`src/rtl/bootrom_arbiter.sv`:
```
`default_nettype none
// ============================================================================
// Module   : bootrom_arbiter
// Brief    : Two-master round-robin arbiter in front of a synchronous boot ROM
//            (1-cycle read latency) with a one-way ROM unmap control.
// Revision : 1.0 - initial release
// ============================================================================
module bootrom_arbiter #(
    parameter int ADDR_W = 9
) (
    input  logic              clk,
    input  logic              reset,
    input  logic              m0_req,
    input  logic              m1_req,
    input  logic [ADDR_W-1:0] m0_addr,
    input  logic [ADDR_W-1:0] m1_addr,
    output logic              m0_ack,
    output logic              m1_ack,
    output logic              m0_rdvalid,
    output logic              m1_rdvalid,
    output logic [31:0]       rddata,
    output logic [ADDR_W-1:0] rom_addr,
    input  logic [31:0]       rom_rddata,
    input  logic              rom_disable,
    output logic              rom_enabled
);

    localparam logic c_OWNER_M0 = 1'b0;
    localparam logic c_OWNER_M1 = 1'b1;

    logic              r_rom_enabled;
    logic              r_last_grant;
    logic [ADDR_W-1:0] r_last_addr;
    logic              r_pipe_valid;
    logic              r_pipe_owner;
    logic              r_pipe_rom_en;   // ROM mapping state sampled at acceptance

    logic              w_grant0;
    logic              w_grant1;
    logic              w_accept;
    logic [ADDR_W-1:0] w_rom_addr;
    logic              w_rdvalid0;
    logic              w_rdvalid1;

    // Grant selection: lone requester always wins, ties go to the master not granted last
    always_comb begin
        w_grant0 = 1'b0;
        w_grant1 = 1'b0;
        if (!reset) begin
            if (m0_req && m1_req) begin
                if (r_last_grant == c_OWNER_M1) begin
                    w_grant0 = 1'b1;
                end else begin
                    w_grant1 = 1'b1;
                end
            end else if (m0_req) begin
                w_grant0 = 1'b1;
            end else if (m1_req) begin
                w_grant1 = 1'b1;
            end
        end
    end

    assign w_accept = w_grant0 | w_grant1;

    // ROM address follows the accepted master, otherwise holds the last issued address
    always_comb begin
        w_rom_addr = r_last_addr;
        if (w_grant0) begin
            w_rom_addr = m0_addr;
        end else if (w_grant1) begin
            w_rom_addr = m1_addr;
        end
    end

    // Arbiter state and ROM mapping flag; unmapping is sticky until reset
    always_ff @(posedge clk) begin
        if (reset) begin
            r_rom_enabled <= 1'b1;
            r_last_grant  <= c_OWNER_M1;
            r_last_addr   <= '0;
        end else begin
            if (rom_disable) begin
                r_rom_enabled <= 1'b0;
            end
            if (w_accept) begin
                r_last_grant <= w_grant1 ? c_OWNER_M1 : c_OWNER_M0;
                r_last_addr  <= w_rom_addr;
            end
        end
    end

    // One-deep read pipeline tracking who owns the data returning next cycle
    always_ff @(posedge clk) begin
        if (reset) begin
            r_pipe_valid  <= 1'b0;
            r_pipe_owner  <= c_OWNER_M0;
            r_pipe_rom_en <= 1'b0;
        end else begin
            r_pipe_valid  <= w_accept;
            r_pipe_owner  <= w_grant1;
            r_pipe_rom_en <= r_rom_enabled;
        end
    end

    // A reset arriving while a read is in flight squashes its completion
    assign w_rdvalid0 = r_pipe_valid & (r_pipe_owner == c_OWNER_M0) & ~reset;
    assign w_rdvalid1 = r_pipe_valid & (r_pipe_owner == c_OWNER_M1) & ~reset;

    assign m0_ack      = w_grant0;
    assign m1_ack      = w_grant1;
    assign rom_addr    = w_rom_addr;
    assign rom_enabled = r_rom_enabled;
    assign m0_rdvalid  = w_rdvalid0;
    assign m1_rdvalid  = w_rdvalid1;
    // Data is zero when nothing is returning or the ROM was unmapped at acceptance
    assign rddata      = ((w_rdvalid0 | w_rdvalid1) && r_pipe_rom_en) ? rom_rddata : 32'h0000_0000;

endmodule
`default_nettype wire

```
`config.mk`:
```
export PLATFORM = sky130hd
export DESIGN_NAME = bootrom_arbiter
export DESIGN_NICKNAME = d
export VERILOG_FILES = /design/src/rtl/bootrom_arbiter.sv
export SDC_FILE = /design/constraint.sdc
export NUM_CORES = 1
export LEC_CHECK = 0
export ABC_AREA = 1
export CORE_AREA = 2 2 60 62
export DETAILED_ROUTE_END_ITERATION = 16
export DIE_AREA = 0 0 62 64
export GPL_ROUTABILITY_DRIVEN = 1
export PLACE_DENSITY = 0.84
export SYNTH_ARGS = -nofsm -noshare
export SYNTH_HDL_FRONTEND = slang
export SYNTH_SLANG_ARGS = --single-unit
```
`constraint.sdc`:
```
create_clock -name clk -period 1.6 [get_ports clk]
set_input_delay 0.32 -clock clk [delete_from_list [all_inputs] [get_ports clk]]
set_output_delay 0.32 -clock clk [all_outputs]
set_load 0.01 [all_outputs]
```
==> results.sh, run 1 <==
export IMPL_crit_path_top_delay_cell="dfxtp_2"
export IMPL_coreArea_um2=3284
export IMPL_cts_buffers=3
export IMPL_finalSetupViolCount=0
export IMPL_nets=337
export IMPL_vias=1475
export IMPL_min_period_ns=1.579
export IMPL_portBuffers=100
export IMPL_post_place_ws_ns=-0.7071
export IMPL_clkTransAtPathRegs_ns=0.08
export IMPL_vias_per_cell=4.511
export IMPL_hold_violations=0
export IMPL_slowest_delay_ns=0.35
export IMPL_synthCells=162
export IMPL_rr_startpoint="r_last_grant"
export IMPL_grt_util_met1_pct=18.79
export IMPL_track_usage_pct=18.09
export IMPL_busiest_layer="met2"
export IMPL_status="complete, no violations"
export IMPL_power_density_nw_per_um2=508.2
export IMPL_rows=21
export IMPL_root_buffer="clkbuf_4"
export IMPL_htree_levels=1
export IMPL_grt_pass1_wl_um=5478
export IMPL_vdd_drop_max_v=0.0003722
export IMPL_worst_path_buf_inv=3
export IMPL_io_pins=101
export IMPL_cp_required_ns=1.28
export IMPL_cp_startpoint="r_last_grant"
export IMPL_cts_buffer_depth=2
export IMPL_worst_slew_pin_slew_ns=0.1717
export IMPL_cp_data_arrival_time_ns=1.26
export IMPL_multi_input_area_um2=526.8
export IMPL_yosysSeqAreaShare_pct=28.14
export IMPL_antenna_found_initial=0
export IMPL_slew_headroom_pct=88.55
export IMPL_end_kind="output pin"
export IMPL_grt_overflow=0
export IMPL_grt_pass1_vias=1294
export IMPL_yosysWarningCount=0
export IMPL_avgSynthCellArea_um2=6.148
export IMPL_regArea_um2=284.0
export IMPL_final_util_pct=65.79
export IMPL_crit_family="buffers and inverters"
export IMPL_cts_tree="built"
export IMPL_areaGrowthSynthToFinish_pct=117.0
export IMPL_fillerInstances=302
export IMPL_die_area_um2=3968
export IMPL_insertion_delay_ns=0.29
export IMPL_drt_antenna_violating_nets=0
export IMPL_path_cells="inv_2 -> nand2_4 -> buf_4 -> nand3_1 -> nand3_2 -> buf_2"
export IMPL_crit_fanout=3
export IMPL_layout_setup_ws_ns=0.02079
export IMPL_first_iter_violations=62
export IMPL_p_leak_uw=0.001285
export IMPL_met3_usage_pct=5.061
export IMPL_netlist_area_um2=996.0
export IMPL_drc=0
export IMPL_fin_worst_skew_ns=0.0004259
export IMPL_place_gp_congestion=0.6622
export IMPL_synth_seq_cells=14
export IMPL_dp_hpwl_um=3037
export IMPL_grt_max_degree=25
export IMPL_period_share_pct=98.70
export IMPL_n_antenna_cell=0
export IMPL_wl_per_cell_um=12.98
export IMPL_worstHoldStart="rom_enabled"
export IMPL_start_kind="flip-flop"
export IMPL_initial_utilization_pct=30.32
export IMPL_synth_nets=217
export IMPL_maxCapViolCount=0
export IMPL_use_met2_pct=32.94
export IMPL_routed_wl_um=4245
export IMPL_maxSlewViolCount=0
export IMPL_crit_type="flip-flop to output pin"
export IMPL_drive_above_1_share_pct=32.74
export IMPL_drt_pre_antenna_iters=4
export IMPL_die_h_um=64
export IMPL_floorplan_die_width_um=62
export IMPL_fmax_mhz=633.2
export IMPL_yosysUniqueCellTypes=15
export IMPL_reg2reg_setup_slack_ns=0.48
export IMPL_worstHoldPathType="flip-flop to flip-flop"
export IMPL_cts_sinks=14
## cells in the mapped netlist
cell	n	share of area, %
inv_1	46	17
nor2_1	35	13
nand3_1	19	9.5
dfxtp_1	14	28
nand2_1	14	5.3
nand3_2	10	10
nand4_1	9	5.7
buf_2	5	2.5
buf_6	2	2.3
inv_2	2	0.75
nand2_4	2	2.3
nand2_2	1	0.63
nor2_4	1	1.1
o211ai_1	1	0.75
o21ai_1	1	0.50
## per-layer routing
metal	routed length, µm	share of wire [%]
met1	1546	36
met2	2176	51
met3	487	11
met4	36	0.85
met5	0	0
## cell families (layout without fill, tap and decap cells)
family                 after synthesis  in the layout  share of synthesized area [%]
AO/OA/AOI/OAI                        2              2                          1.256
buffers and inverters               55            173                          22.86
flip-flops                          14             14                          28.14
AND/OR/NAND/NOR                     91             92                          47.74
## power by group
group / internal, µW / switching (µW) / total (µW)
clock: 139 / 121 / 260
sequential: 373 / 11.9 / 385
combinational: 264 / 189 / 453
## layout by cell type, fill, tap and decap left out, types with 2 or more instances in the layout
master / netlist / routed
buf_12: 0 / 3
buf_2: 5 / 9
buf_4: 0 / 12
buf_6: 2 / 9
clkbuf_16: 0 / 2
clkbuf_2: 0 / 27
clkbuf_4: 0 / 3
clkdlybuf4s50_1: 0 / 52
dfxtp_1: 14 / 11
dfxtp_2: 0 / 3
dlygate4sd2_1: 0 / 4
inv_1: 46 / 45
inv_2: 2 / 2
nand2_1: 14 / 13
nand2_4: 2 / 4
nand3_1: 19 / 18
nand3_2: 10 / 10
nand4_1: 9 / 9
nor2_1: 35 / 34
nor2_4: 1 / 2
## state kept, by name, indices dropped and copies added, names as in the netlist
| signal | flops |
|---|---|
| r_pipe_owner | 1 |
| rom_enabled | 1 |
| r_last_grant | 1 |
| r_pipe_rom_en | 1 |
| r_last_addr | 9 |
| r_pipe_valid | 1 |
## area by class of cell
| cell class | instances | area share, % |
|---|---|---|
| flip-flops and latches | 14 | 13.14 |
| inverters | 48 | 8.454 |
| clock buffers | 4 | 1.679 |
| repair buffers | 121 | 49.68 |
| well taps | 46 | 2.664 |
| multi-input cells | 94 | 24.38 |
## through the flow
stage	std cells	power (µW)	area (µm²)	TNS [ns]	hold WS, ns
5_1_grt	327	1155	2161	-0.04195	0.4718
3_5_place_dp	313	817.2	2135	-29.44	0.4731
4_1_cts	322	1057	2178	0	0.4782
2_1_floorplan	162	538.1	996.0	0	0.3924
6_report	327	1098	2161	0	0.4675
3_3_place_gp	313	808.6	2135	-28.60	0.4496
## timing repair
| action | 4_1_cts | 5_1_grt |
|---|---|---|
| resized for setup | 113 | 60 |
| gates cloned | 1 | 2 |
| endpoints found under the setup margin | 45 | 42 |
| hold buffers | 0 | 0 |
| pin swaps | 2 | 6 |
| buffers inserted | 4 | 3 |
## path summary, 6_finish.rpt
kind | to | cells after the start
min reg2reg | r_pipe_rom_en | 2
min | r_pipe_rom_en | 2
max | rom_addr[0] | 6
max reg2reg | r_last_addr[6] | 8
## worst register-to-register path: cells and delay by family (launching register included)
family	cells	cell delay (ns)
buf+inv	4	0.41
flops	1	0.35
simple gates	4	0.28
Power figures use the tool's default switching activity.
==> run 2, diff against run 1 <==
- CORE_AREA: 2 2 60 62 -> 2 2 65 61
- DIE_AREA: 0 0 62 64 -> 0 0 67 63
- PLACE_DENSITY: 0.84 -> unset
- PLACE_DENSITY_LB_ADDON: unset -> 0.25
- clock period: 1.6 -> 1.5 ns (I/O delays scaled with it)
==> results.sh, run 2 (synthesis results as in run 1) <==
export IMPL_combPwrFrac_pct=40.9
export IMPL_crit_type="flip-flop to output pin"
export IMPL_fin_area_um2=2258
export IMPL_clkPwrFrac_pct=25.4
export IMPL_drt_pre_antenna_iters=4
export IMPL_grt_pass1_vias=1293
export IMPL_maxSlewViolCount=0
export IMPL_crit_family="buffers and inverters"
export IMPL_drive_above_1_share_pct=36.59
export IMPL_floorplan_die_width_um=67
export IMPL_cts_buffer_depth=2
export IMPL_areaGrowthSynthToFinish_pct=126.8
export IMPL_wl_met3_um=466
export IMPL_p_switching_uw=352.0
export IMPL_vias=1437
export IMPL_dp_hpwl_um=2735
export IMPL_path_cells="nand3_4 -> buf_12 -> nor2_1 -> clkdlybuf4s15_2"
export IMPL_pwr_share_seq_pct=33.7
export IMPL_largest_reg_flops=9
export IMPL_cts_sinks=14
export IMPL_worst_slew_pin_slew_ns=0.1800
export IMPL_drc=0
export IMPL_first_iter_violations=42
export IMPL_period_share_pct=98.14
export IMPL_drt_antenna_violating_nets=0
export IMPL_power_internal_uw=871.5
export IMPL_wl_met1_um=1527
export IMPL_power_density_nw_per_um2=541.7
export IMPL_p_leak_uw=0.001314
export IMPL_nets=344
export IMPL_cp_data_arrival_time_ns=1.17
export IMPL_vdd_drop_max_v=0.0003429
export IMPL_die_area_um2=4221
export IMPL_slowest_delay_ns=0.35
export IMPL_top_layer="met4"
export IMPL_n_antenna_cell=0
export IMPL_track_usage_pct=17.09
export IMPL_fin_cells=333
export IMPL_coreArea_um2=3573
export IMPL_worstHoldPathType="input pin to flip-flop"
export IMPL_worstHoldStart="reset"
export IMPL_end_kind="output pin"
export IMPL_cp_depth=4
export IMPL_die_h_um=63
export IMPL_initial_utilization_pct=27.87
export IMPL_fin_worst_skew_ns=0.004771
export IMPL_min_period_ns=1.472
export IMPL_crit_path_top_delay_cell="dfxtp_2"
export IMPL_cts_buffers=3
export IMPL_rows=21
export IMPL_rr_startpoint="r_last_grant"
export IMPL_crit_fanout=16
export IMPL_worst_path_buf_inv=2
export IMPL_wl_per_cell_um=11.99
export IMPL_grt_max_degree=33
export IMPL_maxCapViolCount=0
export IMPL_htree_levels=1
export IMPL_cp_required_ns=1.20
export IMPL_finalSetupViolCount=0
export IMPL_placed_cell_area_um2=2145
export IMPL_dp_cells=316
export IMPL_vias_per_cell=4.315
export IMPL_root_buffer="clkbuf_8"
export IMPL_top_register="r_last_addr"
export IMPL_holdPathEnd="r_pipe_rom_en"
export IMPL_status="complete, no violations"
export IMPL_p_sw_share_pct=28.77
export IMPL_final_common_cell="clkdlybuf4s50_1"
export IMPL_reg2regPathDepth=8
export IMPL_grt_overflow=0
export IMPL_final_cell_mix="52 x clkdlybuf4s50_1, 45 x inv_1, 34 x nor2_1, 28 x clkbuf_2, 17 x buf_4"
export IMPL_start_kind="flip-flop"
export IMPL_portBuffers=100
export IMPL_reg2reg_setup_slack_ns=0.40
export IMPL_postCtsHoldBufs=0
export IMPL_routed_wl_um=3993
export IMPL_grt_pass1_wl_um=5623
export IMPL_place_gp_congestion=0.7204
export IMPL_antenna_found_initial=0
export IMPL_slew_headroom_pct=87.97
export IMPL_met2_length_um=1947
export IMPL_hold_violations=0
export IMPL_clkTransAtPathRegs_ns=0.06
export IMPL_insertion_delay_ns=0.25
export IMPL_holdPathStages=3
export IMPL_io_pins=101
export IMPL_reg2reg_to="r_last_addr[2]"
export IMPL_cts_tree="built"
export IMPL_fmax_mhz=679.3
-- run 2: cell count changes in the layout (fill, tap and decap cells not counted), moves of 2 or more --
cell,delta
buf_4,+5
clkbuf_4,-3
nand3_1,-6
nand2_4,-2
buf_6,-2
nand3_2,+6
clkbuf_8,+2
buf_2,+2
-- run 2: power groups by stage --
stage / Clock [µW] / Combinational [µW] / Sequential, µW
final: 311 / 500 / 413
after global routing: 329 / 541 / 414
after CTS: 313 / 468 / 407
after detailed placement: 0 / 459 / 414
after global placement: 0 / 455 / 413
after floorplan: 0 / 161 / 413
-- run 2: worst max-delay path by stage --
| stage | endpoint | from | slack [ns] |
|---|---|---|---|
| final | rddata[7] | r_pipe_rom_en | 0.03 |
| after global routing | m1_ack | m1_req | -0.02 |
| after CTS | rom_addr[6] | reset | -0.009 |
| after detailed placement | rddata[12] | reset | -0.72 |
| after global placement | rddata[12] | reset | -0.70 |
| after floorplan | rddata[10] | reset | 0.32 |
-- run 2: worst register-to-register path, stage by stage (launching register included) --
cell     delay (ns)
dfxtp_2        0.34
inv_2          0.06
nand2_2        0.07
buf_6          0.14
nand3_1        0.09
nand3_2        0.10
buf_4          0.14
nand2_1        0.05
inv_1          0.03
-- run 2: repair_timing --
item | 4_1_cts | 5_1_grt
endpoints found under the setup margin | 45 | 40
setup buffers | 5 | 6
cloned | 2 | 1
resized for setup | 131 | 53
hold endpoints to repair | 0 | 0
pin swaps | 3 | 3
-- run 2: layout make-up --
| class | instances | area, µm² |
|---|---|---|
| fill | 332 | 1315 |
| timing repair buffer | 128 | 1132 |
| tap | 46 | 57.56 |
| sequential | 14 | 284.0 |
| inverter | 48 | 182.7 |
| clock buffer | 3 | 41.29 |
| multi-input combinational | 94 | 560.5 |
-- run 2: routing by layer --
metal / track usage (%) / up-vias
met2: 30.32 / 67
met4: 5.867 / 0
li1: - / 737
met3: 4.865 / 6
met5: 0 / -
met1: 18.97 / 627
-- run 2: stage by stage --
stage          util, %  worst slack (ns)  hold slack, ns  total power (µW)  setup TNS (ns)
2_1_floorplan        -            0.3160          0.3724             574.0               0
6_report         63.20           0.02793          0.3496              1223               0
4_1_cts          63.03         -0.009003          0.3705              1188        -0.01390
5_1_grt          63.20          -0.01819          0.3517              1284        -0.07084
3_5_place_dp     60.01           -0.7219          0.4583             873.2          -30.24
3_3_place_gp     60.01           -0.7049          0.4559             868.2          -29.60
==> RTL edit (config.mk and constraints of run 2) <==
The parameter `ADDR_W` goes from 9 to 10.
--- a/src/rtl/bootrom_arbiter.sv
+++ b/src/rtl/bootrom_arbiter.sv
@@ -7,5 +7,5 @@
 // ============================================================================
 module bootrom_arbiter #(
-    parameter int ADDR_W = 9
+    parameter int ADDR_W = 10
 ) (
     input  logic              clk,
Interface: changed (resized m0_addr, m1_addr and rom_addr); port bits go from 101 to 104. The function was not compared with the original's and may differ.
==> RTL edit against run 2 <==
- the flow now finishes with violations (negative setup slack)
- power up 9.4%
- sequential cell count up 1
- synthesized area up 4.0%
- setup slack worse by 51 ps
- cell area up 7.1%
- wire length up 14%
- fmax down 3.4%
- clock skew down 2.3 ps
- synthesized cell count up 6.8%
- critical endpoint is now rom_addr[3]
- largest cell class unchanged
- largest power group unchanged
==> RTL edit: results (changes against run 2) <==
Run status:
- The flow ran to the end, but the final reports show violations.
- The final reports fail on negative setup slack.

Placed design:
- The detailed placement HPWL was 2950 um (+8.0%).
- The final weighted congestion in routability-driven placement is 0.825 (+15%).
- The number of port buffers is 103 (+3.0%).

Global route:
- The number of global-route vias before repair came to 1440 (+11%).
- The largest net degree at the start of global routing is 17 (-48%).
- The first-pass GRT wire length is 6400 um (+14%).
- The combined global-route utilization of all metal layers is 19.0% (+1.9 points).

STA:
- The actual transition at the worst max-transition pin came to 169 ps (-11.3 ps).
- The post-route setup TNS is -25.6 ps (-25.6 ps).
- The setup-violating endpoint count in the final report is 2 (+2).
- The smallest setup slack after layout is -23.3 ps (-51.2 ps).
- The final clock skew was 2.49 ps (-2.28 ps).

Layout:
- The number of nets in the finished design came to 362 (+5.2%).
- The number of flip-flops in the largest register is 10 (+1).
- The number of filler cells placed in the layout came to 297 (-11%).
- The fraction of final layout cells sized beyond drive strength 1 is 42.4% (+5.8 points).

Routing:
- The detailed router's first-iteration violation count is 35 (-17%).
- The total vias in the final route is 1570 (+9.3%).
- The final routed wire length divided by cell count is 13.0 um (+8.0%).

Yosys:
- The compound-cell area share of the yosys netlist was 1.21% (-0.049 points).
- The portion of the post-synthesis area used by sequential elements came to 29.0% (+0.84 points).
- The mux share of post-synthesis cell area is 0% (unchanged).
- The number of library cell types mapped by synthesis is 13 (-2).
- After synthesis, the most frequently instantiated cells are inv_1, nor2_1, nand3_1, nand2_1, dfxtp_1.
- After synthesis, the cell types taking the most area are dfxtp_1, inv_1, nor2_1, nand3_1, nand3_2.
- The synthesized net count is 230 (+6.0%).

Setup path:
- The worst-case register-to-register setup slack is 100 ps (-300 ps).
- The worst register-to-register path ends at r_last_addr[8].
- The biggest fanout along the worst timing path came to 5 (-11).
- The family with the most delay on the worst path is flip-flops.
- The worst reg2reg path depth came to 9 (+1).

Pwr:
- The standby leakage power is 1.42 nW (+7.9%).
- The peak supply drop is 0.000443 V (+29%).

Hold path:
- The count of cells along the worst hold path was 2 (-1).

Clocking:
- The number of gates resized after CTS is 204 (+56%).
- The post-CTS repair timing setup buffer count is 8 (+3).
==> RTL edit: stage by stage <==
| step | area, sq um | hold WS, ps | worst slack [ps] | utilization, % | cells |
|---|---|---|---|---|---|
| final | 2420 | 246 | -23.3 | 67.7 | 350 |
| after global routing | 2420 | 242 | -52.2 | 67.7 | 350 |
| after CTS | 2230 | 284 | -17.0 | 62.3 | 346 |
| after detailed placement | 2250 | 436 | -718 | 62.9 | 333 |
| after global placement | 2250 | 436 | -682 | 62.9 | 333 |
| after floorplan | 1040 | 372 | 327 | - | 173 |
==> RTL edit: cell type report <==
type | instances | share of cell area, %
repair buffers | 138 | 50.5
multi-input cells | 98 | 24.9
flip-flops and latches | 15 | 12.6
inverters | 49 | 7.70
well taps | 46 | 2.38
clock buffers | 3 | 1.71
clock inverters | 1 | 0.207
==> RTL edit: per-layer routing <==
| layer | vias to the layer above | GRT usage [%] | share of wire (%) |
|---|---|---|---|
| met5 | - | 0 | 0 |
| met4 | 0 | 4.59 | 1.1 |
| met3 | 7 | 6.31 | 12 |
| met2 | 74 | 34.9 | 51 |
| met1 | 711 | 20.4 | 36 |
| li1 | 778 | - | - |
==> RTL edit: where the power goes <==
| group | internal (mW) | switching [mW] |
|---|---|---|
| combinational | 0.337 | 0.232 |
| sequential | 0.427 | 0.0134 |
| clock | 0.184 | 0.146 |
==> RTL edit: worst max path at each step <==
| stage | from | to | slack (ps) | cells after the start |
|---|---|---|---|---|
| finish | r_last_grant | rom_addr[3] | -20 | 5 |
| global route | r_last_grant | rom_addr[3] | -50 | 5 |
| CTS | r_pipe_valid | rddata[18] | -20 | 5 |
| detailed placement | m0_req | rom_addr[0] | -720 | 7 |
| global placement | m0_req | rom_addr[7] | -680 | 7 |
| floorplan | reset | rddata[10] | 330 | 4 |
